## src/rtl/vga_serial_pkg.sv

```systemverilog
// vga_serial_pkg
// Shared definitions for the serial frame-buffer path (uart_ram_writer and
// its byte_packer): FSM state type, default frame geometry and the default
// idle timeout.
package vga_serial_pkg;

  typedef enum logic [1:0] {IDLE, COLLECT, WRITE, DONE} state_t;

  localparam int H_RES           = 1024;
  localparam int V_RES           = 768;
  localparam int BYTES_PER_PIXEL = 3;

  // Total bits in one frame; RAM depth is this divided by the word width.
  localparam int FRAME_BITS = H_RES * V_RES * BYTES_PER_PIXEL * 8;

  localparam int DEFAULT_TIMEOUT_CYCLES = 100000;

  function automatic int bytes_per_word(input int ram_width);
    return ram_width / 8;
  endfunction

endpackage

```

## src/rtl/byte_packer.sv

```systemverilog
// byte_packer
// Collects bytes into a RAM_WIDTH-bit word. Lane k holds bits [8k+7:8k], so
// the first byte of a word lands in the LSBs.
// Ports:
//   clk, rst     clock, synchronous active-high reset
//   clear        discard the partial word and restart at lane 0
//   load         store byte_in into the current lane this cycle
//   byte_in      byte to store
//   packed_word  partial word with byte_in merged into the current lane
//                (the complete word when word_full is high)
//   word_full    load is storing the final lane of the word
module byte_packer
  import vga_serial_pkg::*;
#(
  parameter int RAM_WIDTH = 8
) (
  input  logic                 clk,
  input  logic                 rst,
  input  logic                 clear,
  input  logic                 load,
  input  logic [7:0]           byte_in,
  output logic [RAM_WIDTH-1:0] packed_word,
  output logic                 word_full
);

  localparam int BYTES_PER_WORD = bytes_per_word(RAM_WIDTH);
  localparam int LANE_BITS      = (BYTES_PER_WORD > 1) ? $clog2(BYTES_PER_WORD) : 1;
  localparam logic [LANE_BITS-1:0] LAST_LANE = LANE_BITS'(BYTES_PER_WORD - 1);

  logic [LANE_BITS-1:0] lane;
  logic [RAM_WIDTH-1:0] partial;

  // Merge the incoming byte into its lane so the caller can capture the
  // finished word on the same edge that stores the last byte.
  always_comb begin
    packed_word = partial;
    for (int k = 0; k < BYTES_PER_WORD; k++) begin
      if (lane == LANE_BITS'(k)) begin
        packed_word[8*k +: 8] = byte_in;
      end
    end
  end

  assign word_full = load && (lane == LAST_LANE);

  always_ff @(posedge clk) begin
    if (rst || clear) begin
      lane    <= '0;
      partial <= '0;
    end else if (load) begin
      partial <= packed_word;
      lane    <= word_full ? '0 : lane + 1'b1;
    end
  end

endmodule

```

## src/rtl/uart_ram_writer.sv

```systemverilog
// uart_ram_writer
// Packs bytes from uart_rx into RAM_WIDTH-bit words and writes them to
// consecutive frame-buffer addresses from 0 to RAM_DEPTH-1, pulsing
// frame_done after the last word and wrapping back to address 0.
// Optional feature: define UART_RAM_WRITER_TIMEOUT_EN to discard a partial
// frame after TIMEOUT_CYCLES idle cycles (frame_abort pulses). Without it the
// block waits indefinitely and frame_abort is tied low.
// Ports:
//   clk, rst      clock, synchronous active-high reset
//   rx_data       received byte, valid while rx_ready is high
//   rx_ready      one-cycle byte strobe
//   address       RAM write address
//   write_data    RAM write data (holds between writes)
//   write_enable  one-cycle write strobe per word
//   frame_done    one-cycle pulse after the last word of a frame
//   frame_abort   one-cycle pulse when a partial frame is discarded
//   overrun       sticky: a byte arrived while a write was in progress
//   busy          a frame is partially received
module uart_ram_writer
  import vga_serial_pkg::*;
#(
  parameter  int RAM_WIDTH      = 8,
  parameter  int RAM_DEPTH      = FRAME_BITS / RAM_WIDTH,
  parameter  int TIMEOUT_CYCLES = DEFAULT_TIMEOUT_CYCLES,
  localparam int ADDR_BITS      = $clog2(RAM_DEPTH)
) (
  input  logic                 clk,
  input  logic                 rst,
  input  logic [7:0]           rx_data,
  input  logic                 rx_ready,
  output logic [ADDR_BITS-1:0] address,
  output logic [RAM_WIDTH-1:0] write_data,
  output logic                 write_enable,
  output logic                 frame_done,
  output logic                 frame_abort,
  output logic                 overrun,
  output logic                 busy
);

  localparam logic [ADDR_BITS-1:0] LAST_ADDR = ADDR_BITS'(RAM_DEPTH - 1);

  state_t state, state_next;

  logic                 packer_load;
  logic                 word_full;
  logic                 timeout_expire;
  logic [RAM_WIDTH-1:0] packed_word;

  // Bytes are only taken while gathering a word; in WRITE/DONE they drop.
  assign packer_load = rx_ready && ((state == IDLE) || (state == COLLECT));

  byte_packer #(
    .RAM_WIDTH(RAM_WIDTH)
  ) u_packer (
    .clk        (clk),
    .rst        (rst),
    .clear      (timeout_expire),
    .load       (packer_load),
    .byte_in    (rx_data),
    .packed_word(packed_word),
    .word_full  (word_full)
  );

`ifdef UART_RAM_WRITER_TIMEOUT_EN
  localparam logic [31:0] TIMEOUT_LAST = 32'(TIMEOUT_CYCLES - 1);

  logic [31:0] timeout_count;
  logic        abort_pulse;

  // A byte in the expiry cycle wins: expiry requires rx_ready low.
  assign timeout_expire = (state == COLLECT) && !rx_ready && (timeout_count == TIMEOUT_LAST);

  always_ff @(posedge clk) begin
    if (rst) begin
      timeout_count <= '0;
      abort_pulse   <= 1'b0;
    end else begin
      abort_pulse <= timeout_expire;
      if ((state != COLLECT) || rx_ready || timeout_expire) begin
        timeout_count <= '0;
      end else if (timeout_count != 32'hFFFF_FFFF) begin
        timeout_count <= timeout_count + 32'd1;
      end
    end
  end

  assign frame_abort = abort_pulse;
`else
  assign timeout_expire = 1'b0;
  assign frame_abort    = 1'b0;
`endif

  always_ff @(posedge clk) begin
    if (rst) begin
      state <= IDLE;
    end else begin
      state <= state_next;
    end
  end

  // With one byte per word the first byte already fills the word, so IDLE
  // goes straight to WRITE through the same word_full test.
  always_comb begin
    state_next   = state;
    write_enable = 1'b0;
    frame_done   = 1'b0;
    busy         = 1'b0;
    case (state)
      IDLE: begin
        if (rx_ready) begin
          state_next = word_full ? WRITE : COLLECT;
        end
      end
      COLLECT: begin
        busy = 1'b1;
        if (word_full) begin
          state_next = WRITE;
        end else if (timeout_expire) begin
          state_next = IDLE;
        end
      end
      WRITE: begin
        busy         = 1'b1;
        write_enable = 1'b1;
        state_next   = (address == LAST_ADDR) ? DONE : COLLECT;
      end
      DONE: begin
        frame_done = 1'b1;
        state_next = IDLE;
      end
      default: state_next = IDLE;
    endcase
  end

  // write_data is captured only when a word completes so it stays stable
  // through WRITE and holds until the next word.
  always_ff @(posedge clk) begin
    if (rst) begin
      address    <= '0;
      write_data <= '0;
      overrun    <= 1'b0;
    end else begin
      if (word_full) begin
        write_data <= packed_word;
      end
      if (timeout_expire) begin
        address <= '0;
      end else if (state == WRITE) begin
        address <= (address == LAST_ADDR) ? '0 : address + 1'b1;
      end
      if (rx_ready && ((state == WRITE) || (state == DONE))) begin
        overrun <= 1'b1;
      end
    end
  end

endmodule

```

## config.mk

```make
export PLATFORM = sky130hd
export DESIGN_NAME = uart_ram_writer
export DESIGN_NICKNAME = d
export VERILOG_FILES = /design/src/rtl/vga_serial_pkg.sv /design/src/rtl/byte_packer.sv /design/src/rtl/uart_ram_writer.sv
export SDC_FILE = /design/constraint.sdc
export NUM_CORES = 1
export LEC_CHECK = 0
export BUFFER_PORTS_ARGS = -buffer_cell sky130_fd_sc_hd__buf_2
export CAP_MARGIN = 40
export CELL_PAD_IN_SITES_DETAIL_PLACEMENT = 0
export CELL_PAD_IN_SITES_GLOBAL_PLACEMENT = 2
export CORE_MARGIN = 3
export CORE_UTILIZATION = 34
export CTS_BUF_LIST = sky130_fd_sc_hd__clkbuf_16
export CTS_CLUSTER_DIAMETER = 80
export DETAILED_ROUTE_END_ITERATION = 16
export PLACE_DENSITY_LB_ADDON = 0.1
export SLEW_MARGIN = 20
export SYNTH_ARGS = -nofsm -noshare
export SYNTH_HDL_FRONTEND = slang
export SYNTH_HIERARCHICAL = 1
export SYNTH_SLANG_ARGS = --single-unit
```

## constraint.sdc

```tcl
create_clock -name clk -period 4.9 [get_ports clk]
set_input_delay 0.245 -clock clk [delete_from_list [all_inputs] [get_ports clk]]
set_output_delay 0.245 -clock clk [all_outputs]
set_load 0.05 [all_outputs]
```

==> impl_summary.txt <==
----------------------------------------------------
[Timing]
  Final count of pins violating max slew ... 0
  Setup Total Neg Slack ... 0 ns
  Transition time at the pin with the least slew margin ... 0.720 ns
  Worst-case headroom to the max-slew limit ... 52.0%
  Final Hold Slack ... roughly 0.21 ns
  Setup violations, final ... 0
  Min Tclk post-route ... between 2 and 2.5 ns
  Hold violation total from the final report ... 0
  Timing-limited maximum frequency ... roughly 420 MHz
  Clock skew ... between 0.005 and 0.006 ns
  Final WS setup ... 2.55 ns
  Final cycle utilization of the critical path ... ~48%
  RSZ-0062 raised after global routing ... no

[Synth]
  Fraction of registers with async set or reset after synthesis ... 0%
  Syn Area/Cell ... just over 9 um2
  Total standard cell area after synthesis ... ~0.0020 mm2
  Library cell occupying the most area in the post-synthesis netlist ... sky130_fd_sc_hd__dfxtp_1
  Synthesized netlist cell count ... about 220
  Number of synthesis warnings ... 6
  Number of enable flip-flop cells after synthesis ... 0
  Leading cell types by total area after synthesis ... sky130_fd_sc_hd__dfxtp_1 42%, sky130_fd_sc_hd__a21oi_1 4.4%, sky130_fd_sc_hd__mux2_2 4.4%, sky130_fd_sc_hd__nand2_1 4.4%, sky130_fd_sc_hd__nor2_1 4.4%
  Yosys top cell area share ... between 40% and 50%
  Synthesized flop and latch total ... between 40 and 50
  Top FF cell, synth ... sky130_fd_sc_hd__dfxtp_1
  Number of distinct standard cells referenced by the synthesized netlist ... 44
  Sequential share of the synthesized area ... approximately two fifths

[Clocking]
  TritonCTS clock tree ... built
  Max Root-Sink Buffers ... 2
  Clock latency of the later-clocked register in the worst-skew pair ... between 0.2 and 0.3 ns
  Clock-pin slew of the registers on the worst-case setup and hold paths ... around 0.060 ns
  # clock sinks ... 42
  Root cell of the clock tree ... sky130_fd_sc_hd__clkbuf_16
  CTS buffer count ... 5
  Post-cts sizing count ... 0
  Number of buffers inserted by post-CTS setup repair ... 0
  Number of levels the H-tree was split into ... 2
  Hold buffer count at CTS ... 0

[Setup path]
  Bufs and invs on worst path ... 1
  Worst reg-to-reg path cell count ... 6
  Arrival time of data at the critical path endpoint ... between 2 and 3 ns
  Source of the critical timing path ... state[0]$_SDFFE_PP0P_
  Endpoint of the most critical setup path ... address[4]$_SDFFE_PP0P_
  Family with the most delay on the worst path ... compound AO/OA/AOI/OAI gates
  Endpoint of the worst register-to-register path ... address[4]$_SDFFE_PP0P_
  Minimum setup slack among reg-to-reg paths ... 2.55 ns
  Source of the worst register-to-register timing path ... state[0]$_SDFFE_PP0P_
  Slowest cell on the critical path ... sky130_fd_sc_hd__o31ai_4
  Top fanout value on the critical path ... 16
  Critical path required time ... approximately 5.1 ns
  Chain of cells forming the critical path ... inv_1 -> ha_1 -> nand3_2 -> or2_1 -> o31ai_4 -> nor2_1
  Setup crit end kind ... flip-flop
  Critical path class ... flip-flop to flip-flop
  Startpoint class of the critical path ... flip-flop
  Crit path depth ... 6
  CP max stage delay ... approximately 0.70 ns

[Power and ir drop]
  Pwr/cell area ... between 400 and 500 mW/mm2
  Leakage power ... between 0.0009 and 0.001 uW
  VDD IR-drop max ... between 0.15 and 0.2 mV

[Floorplan]
  Floorplan row count ... 27
  Core Region ... ~0.0056 mm2
  Die Width ... a little over 80 um
  Number of top-level pins ... 46
  Starting utilization of the core area ... 35.9%
  Vertical die dimension ... approximately 83 um
  Area of the die ... about 0.007 mm2

[Layout]
  Post-layout instance area ... about 0.0024 mm2
  Fraction of layout instances using a drive strength above 1 ... around a quarter
  Number of diodes added for antenna fixing ... 0
  Fillers ... slightly below 600
  Relative area change from synthesis to final layout ... 20.8%
  Net total in the final layout ... about 280

[Placed design]
  Routability Congestion ... roughly 0.76
  Post-detailed-placement half-perimeter wirelength ... 3320 um
  Post-Place Cell Area ... roughly 0.0023 mm2
  IO Port Bufs ... between 40 and 50
  Post-placement setup slack ... approximately 2.5 ns

[Global route]
  Met3 global-route usage ... between 4 and 5%
  Met2 capacity usage during global routing ... 22.0%
  Number of global-route vias before repair ... between 1500 and 2000
  Initial antenna violation count ... 0
  Pin count of the biggest net entering global routing ... 20
  Most heavily used metal layer in global routing ... met2
  First-pass GRT wire length ... about 8000 um
  Overall overflow remaining after global route ... 0
  Total GRT Usage ... 14.3%
  M1 GR Usage ... 18.9%

[Routing]
  Number of vias per cell ... ~5
  DRC violation count after routing ... 0
  Total length of routed wires ... roughly 4700 um
  Wire length per cell ... about 14 um
  Antenna Nets Post-Route ... 0
  Via count of the routed design ... approximately 1700
  First-pass iteration count of the detailed router ... 4
  Starting DRT DRC Count ... 52

[Flow run]
  Count of maximum capacitance violations ... 0

[Hold path]
  Source of the worst hold timing path ... rx_data[5]
  Hold WC Path Type ... primary input to flip-flop

[Run status]
  Run status ... finished, final reports clean

----------------------------------------------------
[tightest hold or removal path: stages]
cell	delay, ns
sky130_fd_sc_hd__buf_2	0.10
sky130_fd_sc_hd__nand2_1	0.05
sky130_fd_sc_hd__a21oi_1	0.05
[how the worst min path moves through the flow]
| stage | slack, ns | end | cells after the start |
|---|---|---|---|
| 3_3_place_gp | 0.43 | overrun$_SDFFE_PP0P_ | 2 |
| 2_1_floorplan | 0.38 | u_packer/partial[0]$_SDFFE_PP0P_ | 2 |
| 4_1_cts | 0.20 | u_packer/partial[2]$_SDFFE_PP0P_ | 3 |
| 3_5_place_dp | 0.45 | u_packer/partial[3]$_SDFFE_PP0P_ | 2 |
| 5_1_grt | 0.21 | u_packer/partial[7]$_SDFFE_PP0P_ | 3 |
| 6_report | 0.21 | u_packer/partial[5]$_SDFFE_PP0P_ | 3 |
[area by class of cell]
class / count / area, um2 / share of cell area (%)
tap: 72 / 90.1 / 3.68
timing repair buffer: 44 / 220 / 9.00
inverter: 6 / 35.0 / 1.43
clock buffer: 5 / 125 / 5.11
sequential: 42 / 841 / 34.4
clock inverter: 3 / 63.8 / 2.61
multi-input combinational: 163 / 1070 / 43.8
[Yosys cell counts (4+ instances only)]
cell	instances
sky130_fd_sc_hd__o31ai_1	4
sky130_fd_sc_hd__nand2b_1	4
sky130_fd_sc_hd__nor2_1	24
sky130_fd_sc_hd__nand3_1	8
sky130_fd_sc_hd__or4_1	4
sky130_fd_sc_hd__nand4_1	5
sky130_fd_sc_hd__xor2_1	6
sky130_fd_sc_hd__inv_1	5
sky130_fd_sc_hd__mux2i_1	8
sky130_fd_sc_hd__a21oi_1	18
sky130_fd_sc_hd__mux2_2	8
sky130_fd_sc_hd__ha_1	5
sky130_fd_sc_hd__nand2_1	24
sky130_fd_sc_hd__nor3_1	4
sky130_fd_sc_hd__xnor2_1	8
sky130_fd_sc_hd__o21ai_0	4
sky130_fd_sc_hd__dfxtp_1	42
[power breakdown]
group / total (uW) / switching [uW] / internal [uW] / leakage [uW]
Clock: 423 / 133 / 290 / 0.0000915
Sequential: 388 / 18.6 / 369 / 0.000341
Combinational: 274 / 193 / 80.5 / 0.000549
[metrics by stage]
stage / power (uW) / instances / util, %
global route: 1140 / 335 / 43.4
floorplan: 626 / 223 / -
global placement: 673 / 327 / 40.0
detailed placement: 671 / 327 / 40.0
finish: 1090 / 335 / 43.4
CTS: 1100 / 335 / 43.4
[kinds of logic (layout without fill, tap and decap cells)]
kind of cell,after synthesis,after routing,share of synthesized area (%)
flops,42,42,41.5
xor+xnor,14,14,6.05
buf+inv,18,58,5.74
fa+ha+maj,5,5,3.09
mux,16,16,8.40
compound gates,34,34,10.9
other cells,1,2,0.185
simple gates,92,92,24.2
[metal layers]
metal / vias to the layer above / wire length [um] / share of wire (%)
met3: 5 / 248 / 5.2
li1: 863 / - / -
met5: - / 0 / 0
met2: 38 / 2150 / 45
met1: 769 / 2310 / 49
met4: 0 / 44 / 0.93
[cell usage in the layout (no fill, tap or decap), drive strengths merged, types with 6 or more instances in the layout]
| master | n |
|---|---|
| buf | 44 |
| dfxtp | 42 |
| nor2 | 24 |
| nand2 | 24 |
| a21oi | 18 |
| nand3 | 10 |
| mux2i | 8 |
| xnor2 | 8 |
| mux2 | 8 |
| xor2 | 6 |
| nand4 | 6 |
[sequential cells by signal (all words and copies together), names as in the netlist]
register,count
overrun,1
u_packer/partial,8
state,2
address,22
u_packer/lane,1
write_data,8
Note: power is estimated with default switching activity, not from simulation.
